<file path="src/rtl/bit_scan_64b_pkg.sv">
// Shared types and helpers for the bit_scan_64b set-bit enumerator.
// Optional build macro: BIT_SCAN_MSB_FIRST_EN (descending index order).
package bit_scan_pkg;

  typedef enum logic [1:0] {
    IDLE = 2'd0,
    SCAN = 2'd1,
    DONE = 2'd2
  } state_t;

  // Index width for a mask of the given width; never less than one bit.
  function automatic int idx_w(input int width);
    return (width > 1) ? $clog2(width) : 1;
  endfunction

endpackage

</file>
<file path="src/rtl/bit_scan_64b_if.sv">
// Index stream from bit_scan_64b to its consumer (valid/ready with last marker).
interface bit_scan_64b_if #(
  parameter int IDX_W = 6
);
  logic             valid;
  logic             ready;
  logic [IDX_W-1:0] data;
  logic             last;

  modport master (output valid, output data, output last, input ready);
  modport slave  (input valid, input data, input last, output ready);
endinterface

</file>
<file path="src/rtl/bit_scan_64b_pri_enc.sv">
// Combinational priority encoder: index of the first set bit plus an any-set flag.
// Search direction: lowest bit first, or highest bit first when
// BIT_SCAN_MSB_FIRST_EN is defined. Returns index 0 when no bit is set.
module pri_enc #(
  parameter int WIDTH = 64,
  parameter int IDX_W = 6
) (
  input  logic [WIDTH-1:0] data_i,
  output logic [IDX_W-1:0] idx_o,
  output logic             any_o
);

  // Scan so that the winning bit is the one written last in the loop.
  always_comb begin
    idx_o = '0;
    any_o = 1'b0;
`ifdef BIT_SCAN_MSB_FIRST_EN
    for (int i = 0; i < WIDTH; i++) begin
      if (data_i[i]) begin
        idx_o = IDX_W'(i);
        any_o = 1'b1;
      end
    end
`else
    for (int i = WIDTH - 1; i >= 0; i--) begin
      if (data_i[i]) begin
        idx_o = IDX_W'(i);
        any_o = 1'b1;
      end
    end
`endif
  end

endmodule

</file>
<file path="src/rtl/bit_scan_64b.sv">
// Iterative set-bit enumerator: loads a mask on init_i and streams the index of
// every set bit, one per accepted beat, then pulses done_o.
// Optional build macro: BIT_SCAN_MSB_FIRST_EN (highest index first).
//
// state | meaning
// ------+-----------------------------------------------------------
// IDLE  | waiting for init_i; mask_r empty
// SCAN  | emitting indices of the bits still pending in mask_r
// DONE  | one-cycle done_o pulse; init_i ignored here
module bit_scan_64b
  import bit_scan_pkg::*;
#(
  parameter int DATA_WIDTH = 64,
  parameter bit OUT_REG    = 1'b1
) (
  input  logic                  clk_i,
  input  logic                  rst_n_i,
  input  logic                  init_i,
  input  logic [DATA_WIDTH-1:0] data_i,
  output logic                  busy_o,
  output logic                  done_o,
  bit_scan_64b_if.master        out_if
);

  localparam int IDX_W = idx_w(DATA_WIDTH);
  localparam logic [DATA_WIDTH-1:0] ONE = {{(DATA_WIDTH-1){1'b0}}, 1'b1};

  state_t                state;
  logic [DATA_WIDTH-1:0] mask_r;
  logic                  busy_r;
  logic                  done_r;
  logic                  out_vld_r;
  logic                  out_last_r;
  logic [IDX_W-1:0]      out_idx_r;

  logic [IDX_W-1:0]      enc_idx;
  logic                  enc_any;
  logic [DATA_WIDTH-1:0] mask_clr;
  logic                  enc_last;
  logic                  hs;
  logic                  load;

  pri_enc #(
    .WIDTH (DATA_WIDTH),
    .IDX_W (IDX_W)
  ) u_pri_enc (
    .data_i (mask_r),
    .idx_o  (enc_idx),
    .any_o  (enc_any)
  );

  // Mask with the selected bit removed; if nothing else remains it was the last one.
  always_comb begin
    mask_clr = mask_r & ~(ONE << enc_idx);
    enc_last = enc_any && (mask_clr == '0);
  end

  // Handshake and refill decisions. With the output register, mask_r only holds
  // bits not yet moved into the register, so the register refills as it drains.
  always_comb begin
    hs   = 1'b0;
    load = 1'b0;
    if (OUT_REG) begin
      hs   = out_vld_r && out_if.ready;
      load = (state == SCAN) && enc_any && (!out_vld_r || out_if.ready);
    end else begin
      hs   = (state == SCAN) && out_if.ready;
    end
  end

  // Sequencer FSM with mask clearing and the optional output register.
  always_ff @(posedge clk_i or negedge rst_n_i) begin
    if (!rst_n_i) begin
      state      <= IDLE;
      mask_r     <= '0;
      busy_r     <= 1'b0;
      done_r     <= 1'b0;
      out_vld_r  <= 1'b0;
      out_last_r <= 1'b0;
      out_idx_r  <= '0;
    end else begin
      case (state)
        IDLE: begin
          if (init_i) begin
            mask_r <= data_i;
            busy_r <= 1'b1;
            if (data_i == '0) begin
              state  <= DONE;
              done_r <= 1'b1;
            end else begin
              state <= SCAN;
            end
          end
        end
        SCAN: begin
          if (OUT_REG) begin
            if (load) begin
              mask_r     <= mask_clr;
              out_vld_r  <= 1'b1;
              out_idx_r  <= enc_idx;
              out_last_r <= enc_last;
            end else if (hs) begin
              out_vld_r  <= 1'b0;
              out_idx_r  <= '0;
              out_last_r <= 1'b0;
            end
            if (hs && out_last_r) begin
              state  <= DONE;
              done_r <= 1'b1;
            end
          end else if (hs) begin
            mask_r <= mask_clr;
            if (enc_last) begin
              state  <= DONE;
              done_r <= 1'b1;
            end
          end
        end
        DONE: begin
          state  <= IDLE;
          busy_r <= 1'b0;
          done_r <= 1'b0;
        end
        default: begin
          state  <= IDLE;
          busy_r <= 1'b0;
          done_r <= 1'b0;
        end
      endcase
    end
  end

  // Output mux: registered stage, or index decoded straight from mask_r.
  always_comb begin
    if (OUT_REG) begin
      out_if.valid = out_vld_r;
      out_if.data  = out_idx_r;
      out_if.last  = out_last_r;
    end else begin
      out_if.valid = (state == SCAN);
      out_if.data  = (state == SCAN) ? enc_idx : '0;
      out_if.last  = (state == SCAN) && enc_last;
    end
  end

  assign busy_o = busy_r;
  assign done_o = done_r;

endmodule
</file>
<file path="src/flat_wrapper.sv">
// flat-port wrapper written by rule: the top's interface ports become plain ports
module bit_scan_64b_flat import bit_scan_pkg::*;
#(
  parameter int DATA_WIDTH = 64,
  parameter bit OUT_REG    = 1'b1
)
  (clk_i, rst_n_i, init_i, data_i, busy_o, done_o, out_if_valid, out_if_data, out_if_last, out_if_ready);
  bit_scan_64b_if out_if_i ();
  input  logic clk_i;
  input  logic rst_n_i;
  input  logic init_i;
  input  logic [DATA_WIDTH-1:0] data_i;
  output logic busy_o;
  output logic done_o;
  output wire logic [$bits(out_if_i.valid)-1:0] out_if_valid;
  output wire logic [$bits(out_if_i.data)-1:0] out_if_data;
  output wire logic [$bits(out_if_i.last)-1:0] out_if_last;
  input wire logic [$bits(out_if_i.ready)-1:0] out_if_ready;
  assign out_if_valid = out_if_i.valid;
  assign out_if_data = out_if_i.data;
  assign out_if_last = out_if_i.last;
  assign out_if_i.ready = out_if_ready;
  bit_scan_64b #(.DATA_WIDTH(DATA_WIDTH), .OUT_REG(OUT_REG)) u_core (.clk_i(clk_i), .rst_n_i(rst_n_i), .init_i(init_i), .data_i(data_i), .busy_o(busy_o), .done_o(done_o), .out_if(out_if_i));
endmodule
</file>
<file path="config.mk">
export PLATFORM = sky130hd
export DESIGN_NAME = bit_scan_64b_flat
export DESIGN_NICKNAME = d
export VERILOG_FILES = /design/src/rtl/bit_scan_64b_pkg.sv /design/src/rtl/bit_scan_64b_if.sv /design/src/rtl/bit_scan_64b_pri_enc.sv /design/src/rtl/bit_scan_64b.sv /design/src/flat_wrapper.sv
export SDC_FILE = /design/constraint.sdc
export NUM_CORES = 1
export LEC_CHECK = 0
export CAP_MARGIN = 20
export CORE_UTILIZATION = 50
export CTS_CLUSTER_SIZE = 28
export DETAILED_ROUTE_END_ITERATION = 10
export PLACE_DENSITY_LB_ADDON = 0.08
export SLEW_MARGIN = 20
export SYNTH_ARGS = -nofsm -noshare
export SYNTH_HDL_FRONTEND = slang
export SYNTH_SLANG_ARGS = --single-unit
</file>
<file path="constraint.sdc">
create_clock -name clk_i -period 3 [get_ports clk_i]
set_clock_uncertainty 0.15 [all_clocks]
set_input_delay 0.75 -clock clk_i [delete_from_list [all_inputs] [get_ports clk_i]]
set_output_delay 0.75 -clock clk_i [all_outputs]
set_load 0.005 [all_outputs]
</file>
==> metrics.md, run 1 <==
| Metric | Value |
|---|---|
| Worst vdd ir | `0.0008356 V` |
| YS warnings | `0` |
| FF-to-FF Start | `u_core.mask_r[13]$_DFFE_PN0P_` |
| Worst path top cell family by delay | `simple AND/OR/NAND/NOR gates` |
| Clock slew at reported path FFs | `0.09 ns` |
| Cts bufs inserted | `9` |
| Top cell type's share of synthesized area | `36.94%` |
| Crit-path cells | `buf_4 -> or4_1 -> buf_4 -> nor2_2 -> buf_4 -> a21oi_4 -> buf_4 -> nor2_4 -> nand2_4 -> o21ai_1 -> nand4_1 -> nor4_1 -> nand3_1 -> o31ai_1` |
| PnR worst setup slack | `-0.5324 ns` |
| Top FF cell, synth | `dfrtp_1` |
| # port buffers | `77` |
| Share of post-route cells with drive strength above 1 | `42.27%` |
| Largest family of logic cells by synthesized area | `compound AO/OA/AOI/OAI gates` |
| HPWL after DPL | `17890 um` |
| DRC viols | `0` |
| Crit-path most repeated cell | `buf_4` |
| Final Cell Area | `8900 um^2` |
| Critical Path AT | `3.69 ns` |
| XOR/XNOR Fraction of Synth Area | `0%` |
| Number of global-route vias before repair | `6571` |
| Fmax | `283.1 MHz` |
| Crit. End Element | `flip-flop` |
| Total GRT Usage | `48.03%` |
| Cell area after synthesis | `5149 um^2` |
| GR Overflow Total | `0` |
| Post-route ant nets | `0` |
| Fill count | `430` |
| Post-Syn Nets | `690` |
| Sequential area share after synthesis | `36.94%` |
| Adder-cell share of the synthesized area | `0%` |
| DIE WIDTH | `103.5 um` |
| Multi-input logic area | `3684 um^2` |
| Clock Tree Root | `clkbuf_8` |
| Max Buffers Root-to-Sink | `2` |
| Mean routed wirelength per cell | `27.43 um` |
| Most common cell after layout, fill and taps aside | `buf_4` |
| Worst-skew pair later-pin latency | `0.39 ns` |
| Post-synth top area cell | `dfrtp_1` |
| Worst slew pin tran | `1.445 ns` |
| Most frequent cells in the layout | `buf_4, clkdlybuf4s50_1, dfrtp_1, o21ai_0, a22o_1` |
| Final worst path period share | `117.7%` |
| Pin count of the biggest net entering global routing | `77` |
| Post-synth EDFFs | `0` |
| Hold Fails Final Rpt | `0` |
| Rows | `36` |
| Mux cell area share after synthesis | `0%` |
| Clock H-tree levels | `3` |
| Via count | `7643` |
| Die area | `10710 um^2` |
| Worst EP required | `3.16 ns` |
| Layout Nets | `989` |
| Worst hold-check path type | `input pin to async pin` |
| Routability cong. | `1.056` |
| CP max stage cell | `or4_1` |
| I/O pins | `78` |
| R2R Setup Slk | `-0.53 ns` |
| Ranking of synthesized cells by area | `dfrtp_1, a22o_1, o21ai_0` |
| Initial core utilization | `52.19%` |
| Failing checks | `negative setup slack` |
| Count of cell types in the netlist | `70` |
| Die height | `103.5 um` |
| CP Launch Type | `flip-flop` |
| Post-Synthesis Cells | `622` |
| CP Max Fanout | `7` |
| PD cells | `1568 nW/um^2` |
| Status | `finished with violations` |
| Final max-slew violation count | `0` |
| Drt first pass iters | `6` |
| R2r worst-path depth | `14` |
| Core Area | `9864 um^2` |
| Max Cap Viol | `0` |
| Crit path largest cell delay | `0.56 ns` |
| Clock sink count | `76` |
| Initial antenna violation count | `1` |
| RSZ-0062 raised after global routing | `yes` |
| Leak | `3.878 nW` |
| Vias per inst | `7.224` |
| Register area | `1908 um^2` |
| 1st-iter DRT viols | `1109` |
| Worst relative slew slack | `2.793%` |
| Critical path type | `flip-flop to flip-flop` |
| Post-synth ARST share | `100.0%` |
| First-pass GRT wire length | `36960 um` |
| #FFs+latches synth | `76` |
| Synth Area in Simple Gates | `24.79%` |
| Final min period | `3.532 ns` |
| Hold WS | `0.3355 ns` |
| FF-to-FF End | `u_core.out_if.last$_DFFE_PN0P_` |
| CTS tree | `built` |
| Synth-to-layout area growth | `72.86%` |
| Final WL | `29020 um` |
| Fin Setup TNS | `-6.912 ns` |
| Final setup fails | `55` |
| Worst path bufs/invs | `4` |
| Post-synthesis compound-gate area fraction | `34.07%` |
| ANT cells | `0` |
| Average size of a mapped cell | `8.278 um^2` |
| Dpl cell area | `7492 um^2` |
## layer usage
metal	up-vias	GRT usage (%)	share of wire, %
li1	3006	-	-
met1	3524	60.76	34
met2	840	71.32	41
met3	271	17.81	16
met4	2	25.57	8.8
met5	-	0	0.20
## report_power, final
group	switching, mW	leakage [nW]	internal, mW
sequential	0.523	0.976	1.45
clock	0.430	0.116	0.571
combinational	5.98	2.79	4.99
## logic make-up (layout without fill, tap and decap cells)
logic type,count (synthesis),after routing
simple gates,239,239
buf+inv,51,354
compound gates,256,256
flops,76,76
## flip-flops by register name, summed over array words and instances (netlist names)
register,flops
u_core.state,2
u_core.done_o,1
u_core.mask_r,64
u_core.busy_o,1
u_core.out_if.data,6
u_core.out_if.valid,1
u_core.out_if.last,1
## cells in the mapped netlist, types with 5 or more instances
master	instances
or3_1	5
or4_1	10
nand4_1	6
clkbuf_1	26
nor4_1	31
o21a_1	6
o22ai_1	5
nand3_1	12
inv_1	20
a22o_1	60
o31ai_1	6
or4_4	6
and3_1	5
nor3_1	18
dfrtp_1	76
nor2_1	54
a21o_1	8
a21oi_1	19
nand2_1	66
o21ai_0	103
## final cells by class
type                            instances  area share, %
Clock inverter                          4          1.097
Inverter                               20         0.8435
Sequential cell                        76          21.44
Tap cell                              133          1.870
Timing Repair Buffer                  319          31.77
Clock buffer                           11          1.589
Multi-Input combinational cell        495          41.39
## worst max-delay path by stage
stage                             startpoint                              to  slack (ns)  cells past startpoint
3_5_place_dp   u_core.mask_r[10]$_DFFE_PN0P_  u_core.out_if.last$_DFFE_PN0P_       -0.79                     12
3_3_place_gp   u_core.mask_r[10]$_DFFE_PN0P_  u_core.out_if.last$_DFFE_PN0P_       -0.89                     12
2_1_floorplan  u_core.mask_r[19]$_DFFE_PN0P_  u_core.out_if.last$_DFFE_PN0P_       -0.22                     10
4_1_cts        u_core.mask_r[16]$_DFFE_PN0P_  u_core.out_if.last$_DFFE_PN0P_       -0.37                     10
5_1_grt         u_core.mask_r[6]$_DFFE_PN0P_  u_core.out_if.last$_DFFE_PN0P_       -0.73                     13
6_report       u_core.mask_r[13]$_DFFE_PN0P_  u_core.out_if.last$_DFFE_PN0P_       -0.53                     14
## stage by stage
stage	util (%)	instances	power [mW]	setup WS [ns]
after floorplan	-	622	5.228	-0.2188
after global placement	75.95	1003	9.160	-0.8870
after detailed placement	75.95	1003	9.241	-0.7913
after CTS	81.56	1024	10.96	-0.3662
after global routing	90.22	1058	14.24	-0.7321
final	90.22	1058	13.96	-0.5324
## timing repair
| action | in CTS | in global routing |
|---|---|---|
| hold buffers | 0 | 0 |
| pin swaps | 19 | 59 |
| cloned | 0 | 0 |
| endpoints found under the setup margin | 60 | 70 |
| gates resized for setup | 70 | 180 |
| buffers inserted | 6 | 39 |
Note: power is estimated with default switching activity, not from simulation.
==> run 2, diff against run 1 <==
--- a/config.mk
+++ b/config.mk
@@ -9,8 +9,8 @@
 export CORE_UTILIZATION = 50
 export CTS_CLUSTER_SIZE = 28
 export DETAILED_ROUTE_END_ITERATION = 10
+export GPL_TIMING_DRIVEN = 0
 export PLACE_DENSITY_LB_ADDON = 0.08
-export SLEW_MARGIN = 20
 export SYNTH_ARGS = -nofsm -noshare
 export SYNTH_HDL_FRONTEND = slang
 export SYNTH_SLANG_ARGS = --single-unit
==> metrics.md, run 2 (same netlist as run 1, synthesis figures left out) <==
| Metric | Value |
|---|---|
| Largest Register | `u_core.mask_r` |
| Total GRT Usage | `47.86% (-0.18 points)` |
| I/O pins | `78 (unchanged)` |
| Worst hold-check path type | `input pin to async pin` |
| Die height | `103.5 um (unchanged)` |
| Max Buffers Root-to-Sink | `2 (unchanged)` |
| First-pass GRT wire length | `36280 um (-1.8%)` |
| Most common cell after layout, fill and taps aside | `buf_4` |
| RSZ-0062 raised after global routing | `yes` |
| Share of post-route cells with drive strength above 1 | `34.69% (-7.6 points)` |
| Dpl cell area | `6101 um^2 (-19%)` |
| Post-route ant nets | `0 (unchanged)` |
| # placed instances | `832 (-17%)` |
| Layout Nets | `873 (-12%)` |
| DIE WIDTH | `103.5 um (unchanged)` |
| Routability cong. | `1.061 (+0.48%)` |
| Worst slew pin tran | `0.9795 ns (-0.4653 ns)` |
| Most frequent cells in the layout | `buf_4, clkdlybuf4s50_1, o21ai_0, a22o_1` |
| Drt first pass iters | `6 (unchanged)` |
| Worst EP required | `3.16 ns (about the same)` |
| CTS tree | `built` |
| Critical Path AT | `4.05 ns (+0.36 ns)` |
| Final worst path period share | `129.7% (+12 points)` |
| Core Area | `9864 um^2 (unchanged)` |
| Cts hold-fix bufs | `0 (unchanged)` |
| Clock H-tree levels | `3 (unchanged)` |
| Mean routed wirelength per cell | `28.36 um (+3.4%)` |
| Rows | `36 (unchanged)` |
| Status | `finished with violations` |
| 1st-iter DRT viols | `909 (-18%)` |
| Hold Fails Final Rpt | `0 (unchanged)` |
| CP Max Fanout | `10 (+3)` |
| Cts bufs inserted | `9 (unchanged)` |
| Clock Tree Root | `clkbuf_8` |
| Final setup fails | `53 (-3.6%)` |
| Final max-slew violation count | `0 (unchanged)` |
| Cell Count, Final, Fillers Out | `944 (-11%)` |
| Fin Setup TNS | `-8.505 ns (-1.593 ns)` |
| Critical path type | `flip-flop to flip-flop` |
| Max Cap Viol | `0 (unchanged)` |
| Clock sink count | `76 (unchanged)` |
| Die area | `10710 um^2 (unchanged)` |
| # port buffers | `77 (unchanged)` |
| Vias per inst | `7.484 (+3.6%)` |
| Worst-skew pair later-pin latency | `0.41 ns (+0.02 ns)` |
| Fill count | `627 (+46%)` |
| Final Cell Area | `7966 um^2 (-10%)` |
| Final WL | `26770 um (-7.8%)` |
| Crit. End Element | `flip-flop` |
| CP Launch Type | `flip-flop` |
| Clock slew at reported path FFs | `0.09 ns (about the same)` |
| Pin count of the biggest net entering global routing | `77 (unchanged)` |
| Fmax | `257.0 MHz (-9.2%)` |
| PnR worst setup slack | `-0.8908 ns (-0.3584 ns)` |
| Via count | `7065 (-7.6%)` |
| GR Overflow Total | `0 (unchanged)` |
| Worst relative slew slack | `34.70% (+32 points)` |
| DRC viols | `0 (unchanged)` |
| Initial antenna violation count | `1 (unchanged)` |
| Number of flip-flops in the largest register | `64 (unchanged)` |
| Final min period | `3.891 ns (+0.3584 ns)` |
| Failing checks | `negative setup slack` |
| Number of global-route vias before repair | `6175 (-6.0%)` |
| Synth-to-layout area growth | `54.73%` |
| Initial core utilization | `52.19% (unchanged)` |
| HPWL after DPL | `16690 um (-6.7%)` |
-- run 2: per-stage QoR --
step           hold WS (ns)  setup WS (ns)  util (%)
3_5_place_dp         0.3247         -1.431     61.85
6_report             0.3351        -0.8908     80.76
2_1_floorplan        0.3044        -0.2188         -
3_3_place_gp         0.3140         -1.444     61.87
4_1_cts              0.3373        -0.6386     71.39
5_1_grt              0.3619        -0.8570     80.73
-- run 2: timing repair --
action                     CTS  global route
setup endpoints to repair   65            73
buffers inserted            45            49
pin swaps                   34            42
gates resized for setup    118           162
gates cloned                 0             5
-- run 2: layout make-up --
class | count | area, um^2 | share of cell area [%]
tap | 133 | 166.4 | 2.089
buffer | 29 | 271.5 | 3.408
antenna | 1 | 2.502 | 0.03141
clock inverter | 7 | 67.56 | 0.8481
multi-input combinational | 496 | 3706 | 46.52
clock buffer | 9 | 123.9 | 1.555
inverter | 20 | 75.07 | 0.9424
timing repair buffer | 173 | 1624 | 20.39
sequential | 76 | 1929 | 24.22
-- run 2: layer usage --
layer | vias to the layer above | GRT usage, % | part of all wire [%]
met2 | 748 | 67.29 | 40
met5 | - | 4.327 | 0.28
met1 | 3270 | 59.96 | 34
met3 | 261 | 17.88 | 16
met4 | 2 | 33.59 | 9.3
li1 | 2784 | - | -
-- run 2: critical path, cell delays in order (launching register included) --
cell     delay, ns
dfrtp_1       0.48
nor2_1        0.25
a221o_1       0.23
a21oi_4       0.08
o311a_1       0.38
o31a_1        0.28
buf_6         0.13
o31a_1        0.34
buf_6         0.18
o21ai_2       0.33
o21ai_1       0.19
nor4_2        0.30
nand3_1       0.15
o31ai_2       0.30
-- run 2: final timing paths --
path                                                  endpoint                          start  cells past startpoint  slack (ns)
worst max-delay path            u_core.out_if.last$_DFFE_PN0P_  u_core.mask_r[61]$_DFFE_PN0P_                     13       -0.89
worst min-delay path             u_core.mask_r[11]$_DFFE_PN0P_                        rst_n_i                      1        0.34
worst max register to register  u_core.out_if.last$_DFFE_PN0P_  u_core.mask_r[61]$_DFFE_PN0P_                     13       -0.89
worst min register to register       u_core.busy_o$_DFFE_PN0P_      u_core.busy_o$_DFFE_PN0P_                      1        0.34
max in group asynchronous        u_core.mask_r[38]$_DFFE_PN0P_                        rst_n_i                      1        1.64
min in group clk_i                   u_core.busy_o$_DFFE_PN0P_      u_core.busy_o$_DFFE_PN0P_                      1        0.34
Power of run 2 is not shown: default switching activity piles up to over one toggle a cycle in this logic, so the estimate is an artifact.
==> run 3, diff against run 2 <==
--- a/config.mk
+++ b/config.mk
@@ -5,12 +5,15 @@
 export SDC_FILE = /design/constraint.sdc
 export NUM_CORES = 1
 export LEC_CHECK = 0
+export ABC_AREA = 1
 export CAP_MARGIN = 20
 export CORE_UTILIZATION = 50
 export CTS_CLUSTER_SIZE = 28
 export DETAILED_ROUTE_END_ITERATION = 10
 export GPL_TIMING_DRIVEN = 0
 export PLACE_DENSITY_LB_ADDON = 0.08
+export RECOVER_POWER = 50
 export SYNTH_ARGS = -nofsm -noshare
 export SYNTH_HDL_FRONTEND = slang
+export SYNTH_HIERARCHICAL = 1
 export SYNTH_SLANG_ARGS = --single-unit
==> metrics.md, run 3 <==
| Metric | Value |
|---|---|
| Layout Nets | `986 (+13%)` |
| ANT cells | `0 (-1)` |
| Final worst path period share | `180.9% (+51 points)` |
| Clock slew at reported path FFs | `0.08 ns (about the same)` |
| Final core occ | `69.24% (-12 points)` |
| GR Overflow Total | `0 (unchanged)` |
| Worst path bufs/invs | `3 (+1)` |
| Ranking of synthesized cells by area | `dfrtp_1, nand2_1, o21ai_0` |
| Core Area | `10420 um^2 (+5.6%)` |
| Rows | `37 (+2.8%)` |
| Worst setup path startpoint | `u_core/mask_r[62]$_DFFE_PN0P_` |
| Final setup fails | `71 (+34%)` |
| R2r worst-path depth | `74 (+61)` |
| Worst hold-check path type | `flip-flop to flip-flop` |
| Most frequent cells in the layout | `nand2_1, clkdlybuf4s50_1, dfrtp_1, nor2_1, inv_1` |
| DIE WIDTH | `106.3 um (+2.7%)` |
| DRC viols | `0 (unchanged)` |
| Most common cell after layout, fill and taps aside | `nand2_1` |
| YS warnings | `6 (+6)` |
| Max Buffers Root-to-Sink | `2 (unchanged)` |
| 1st-iter DRT viols | `722 (-21%)` |
| Crit. End Element | `flip-flop` |
| Number of flip-flops in the largest register | `64 (unchanged)` |
| Crit path largest cell delay | `0.39 ns (-0.09 ns)` |
| Cts hold-fix bufs | `0 (unchanged)` |
| Share of post-route cells with drive strength above 1 | `21.13% (-14 points)` |
| Via count | `6619 (-6.3%)` |
| Die height | `106.3 um (+2.7%)` |
| Clock sink count | `76 (unchanged)` |
| Post-synth top area cell | `dfrtp_1` |
| Critical Path AT | `5.57 ns (+1.52 ns)` |
| Worst EP required | `3.15 ns (about the same)` |
| CP Max Fanout | `5 (-5)` |
| RSZ-0062 raised after global routing | `yes` |
| Number of global-route vias before repair | `6067 (-1.7%)` |
| Clock H-tree levels | `3 (unchanged)` |
| #FFs+latches synth | `76 (unchanged)` |
| Top cell type's share of synthesized area | `34.97% (-2.0 points)` |
| FF-to-FF End | `u_core/out_if.last$_DFFE_PN0P_` |
| Drt first pass iters | `5 (-1)` |
| Clock Tree Root | `clkbuf_8` |
| Power Total | `7.920 mW` |
| Initial core utilization | `52.22% (about the same)` |
| Worst vdd ir | `0.0005906 V` |
| Cell area after synthesis | `5439 um^2 (+5.6%)` |
| Final max-slew violation count | `33 (+33)` |
| Final min period | `5.427 ns (+1.537 ns)` |
| Pin count of the biggest net entering global routing | `46 (-40%)` |
| Worst relative slew slack | `-22.56% (-57 points)` |
| CP max stage cell | `dfrtp_1` |
| First-pass GRT wire length | `32000 um (-12%)` |
| Mean routed wirelength per cell | `20.11 um (-29%)` |
| Hold Fails Final Rpt | `0 (unchanged)` |
| PnR worst setup slack | `-2.427 ns (-1.537 ns)` |
| Die area | `11300 um^2 (+5.5%)` |
| Worst slew pin tran | `1.838 ns (+0.8590 ns)` |
| Largest Register | `u_core/mask_r` |
| Hold-critical path depth | `2` |
| Most common cell in the synthesized netlist | `nand2_1` |
| R2R Setup Slk | `-2.43 ns (-1.54 ns)` |
| Max Cap Viol | `1 (+1)` |
| Hold wc startpoint | `u_core/out_if.data[1]$_DFFE_PN0P_` |
| Post-synth ARST share | `100.0% (unchanged)` |
| Post-Syn Nets | `876 (+27%)` |
| Post-Synthesis Cells | `808 (+30%)` |
| PD cells | `1098 nW/um^2` |
| Top cells by count, synth | `nand2_1, o21ai_0, dfrtp_1, nor2_1, inv_1` |
| Top FF cell, synth | `dfrtp_1` |
| Critical path type | `flip-flop to flip-flop` |
| Worst-skew pair later-pin latency | `0.36 ns (-0.05 ns)` |
| Count of cell types in the netlist | `33 (-53%)` |
| Routability cong. | `0.9916 (-6.5%)` |
| Post-synth EDFFs | `0 (unchanged)` |
| Vias per inst | `6.250 (-16%)` |
| Sink of the worst hold path | `u_core/out_if.data[1]$_DFFE_PN0P_` |
| CTS tree | `built` |
| # port buffers | `77 (unchanged)` |
| Final WL | `21300 um (-20%)` |
| Synth-to-layout area growth | `32.60%` |
| Average size of a mapped cell | `6.731 um^2 (-19%)` |
| Initial antenna violation count | `0 (-1)` |
| Leak | `3.078 nW` |
| FF-to-FF Start | `u_core/mask_r[62]$_DFFE_PN0P_` |
| Fmax | `184.2 MHz (-28%)` |
| Cts bufs inserted | `9 (unchanged)` |
| Crit-path most repeated cell | `nand2_1` |
| CP Launch Type | `flip-flop` |
| Failing checks | `max-capacitance violations, max-slew violations, negative setup slack` |
| Sequential area share after synthesis | `34.97% (-2.0 points)` |
| Post-route ant nets | `0 (unchanged)` |
| Status | `finished with violations` |
| HPWL after DPL | `15670 um (-6.1%)` |
| I/O pins | `78 (unchanged)` |
| Total GRT Usage | `37.57% (-10 points)` |
| Worst path top cell family by delay | `simple AND/OR/NAND/NOR gates` |
run 3: layout make-up:
| class | count | area [um^2] |
|---|---|---|
| buffer | 46 | 210.2 |
| clock inverter | 5 | 75.07 |
| inverter | 81 | 305.3 |
| multi-input combinational | 605 | 3455 |
| fill | 913 | 3204 |
| clock buffer | 11 | 141.4 |
| timing repair buffer | 99 | 953.4 |
| sequential | 76 | 1902 |
| tap | 136 | 170.2 |
run 3: worst reg2reg max path, delay by kind of cell, from the launching register on:
kind            cells  cell delay [ns]
buf+inv             3             0.26
flops               1             0.39
compound gates      2             0.44
simple gates       69             4.14
run 3: worst max path at each step:
stage                                                 to  slack (ns)  cells past startpoint
after global placement    u_core/out_if.last$_DFFE_PN0P_       -2.29                     71
after floorplan           u_core/out_if.last$_DFFE_PN0P_       -1.28                     71
after CTS                 u_core/out_if.last$_DFFE_PN0P_       -2.16                     73
after detailed placement  u_core/out_if.last$_DFFE_PN0P_       -2.34                     71
final                     u_core/out_if.last$_DFFE_PN0P_       -2.43                     74
after global routing      u_core/out_if.last$_DFFE_PN0P_       -2.93                     73
run 3: power by group:
part	switching [mW]	total (mW)	internal, mW
Sequential	0.641	2.18	1.54
Clock	0.403	0.891	0.488
Combinational	2.96	4.85	1.88
run 3: logic make-up after synthesis:
logic type | Yosys count | synth area share [%]
and+or+nand+nor | 388 | 31.61
DFF | 76 | 34.97
buffers and inverters | 127 | 9.432
AOI/OAI and AO/OA | 217 | 23.99
run 3: metrics by stage:
step	area, um^2	TNS, ns	hold slack [ns]	setup WS, ns	std cells
floorplan	5460	-67.12	0.3044	-1.277	808
global placement	6401	-250.75	0.3143	-2.289	1021
detailed placement	6426	-121.76	0.3220	-2.341	1022
CTS	6925	-119.89	0.2019	-2.161	1050
global route	7212	-169.72	0.3751	-2.932	1059
finish	7212	-131.81	0.3409	-2.427	1059
run 3: metal layers:
layer	share of wire, %	GRT usage [%]	wire length [um]
met1	40	51.62	8611
met4	4.7	20.24	1003
met5	0	0	0
met2	45	57.05	9506
met3	10	5.334	2177
run 3: timing repair:
| action | in CTS | in global routing |
|---|---|---|
| gates resized for setup | 52 | 50 |
| pin swaps | 20 | 23 |
| setup endpoints to repair | 71 | 72 |
| buffers inserted | 13 | 11 |
==> edit: new RTL, settings of run 2 <==
Build with the macro `BIT_SCAN_MSB_FIRST_EN` defined.
--- a/src/rtl/bit_scan_64b_pri_enc.sv
+++ b/src/rtl/bit_scan_64b_pri_enc.sv
@@ -2,4 +2,6 @@
 // Search direction: lowest bit first, or highest bit first when
 // BIT_SCAN_MSB_FIRST_EN is defined. Returns index 0 when no bit is set.
+`define BIT_SCAN_MSB_FIRST_EN
+
 module pri_enc #(
   parameter int WIDTH = 64,
Formal check against the unedited RTL: not equivalent (a bounded check fails within 4 cycles, from zero or initial values and one cycle with rst_n_i low).
==> edit against run 2 <==
  * The flow still finishes with violations (setup timing)
  * Synthesized area decreased by 2.2%
  * Setup slack improved by 0.15 ns
  * First-iteration DRC count down 24%
  * Final area down 6.2%
  * Non-clock buffer count fell by 48
  * Sequential cell count is the same
  * Count of clock-buffer cells in the layout up 3
  * Die area is 2.1% lower
  * Core utilization fell by 4.3 points
  * Wire length fell by 11%
==> edit: results (changes against run 2) <==
GR Util met2 69.33% (+2.0 points); WL met1 8818 um (-3.8%); final setup margin -0.7384 ns (+0.1524 ns); gpl congestion 1.021 (-3.7%); top cells by count, synth o21ai_0 (91), dfrtp_1 (76), nand2_1 (65); crit path max-delay cell type or4_4; Area after DPL 6002 um2 (-1.6%); cell total after placement 834 (+0.24%); layout cells sized above 1 27.91% (-6.8 points); Overall Global Routing Usage 46.15% (-1.7 points); worst-path fanout max 5 (-5); DR vias 6,421 (-9.1%); Distinct cells, synth 55 (-21%); cts repair resizes 130 (+10%); Final setup viols 40 (-25%); Total Nets Final 819 (-6.2%); post-place setup slack -1.297 ns (+0.1342 ns); DR iter-0 viols 687 (-24%); met1 Use GR 59.00% (-0.96 points); syn_nets 691 (+0.14%); cell family with most CP delay simple AND/OR/NAND/NOR gates; clock network latency to the later pin of the worst-skew pair 0.39 ns (-0.02 ns); met2 WL post-DR 10,400 um (-3.9%); max layer used met4; status complete, but fails checks; met3 Use GR 13.82% (-4.1 points); DR WL met3 2992 um (-29%); dominant cells by area after synthesis dfrtp_1 (38%), a22o_1 (10%), o21ai_0 (9.0%), nand2_1 (4.8%), nor4_1 (4.5%); violated checks setup timing
[edit: final cells by class]
type | count | area (um2)
Antenna cell | 1 | 2.502
Multi-Input combinational cell | 492 | 3719
Tap cell | 133 | 166.4
Fill cell | 731 | 2298
Inverter | 18 | 67.56
Clock inverter | 4 | 31.28
Sequential cell | 76 | 1923
Timing Repair Buffer | 118 | 1100
Clock buffer | 12 | 165.2
Buffer | 36 | 301.5
[edit: final timing paths]
check	end	slack, ns
min in group clk_i	u_core.done_o$_DFFE_PN0P_	0.34
setup reg to reg	u_core.out_if.last$_DFFE_PN0P_	-0.74
hold reg to reg	u_core.done_o$_DFFE_PN0P_	0.34
setup / recovery	u_core.out_if.last$_DFFE_PN0P_	-0.74
max in group asynchronous	u_core.mask_r[57]$_DFFE_PN0P_	1.93
hold / removal	u_core.mask_r[13]$_DFFE_PN0P_	0.15
[edit: power by group]
group	internal, W	total [W]	switching, W
logic	0.00279	0.00696	0.00418
clock network	0.000371	0.000800	0.000429
registers	0.00146	0.00228	0.000823
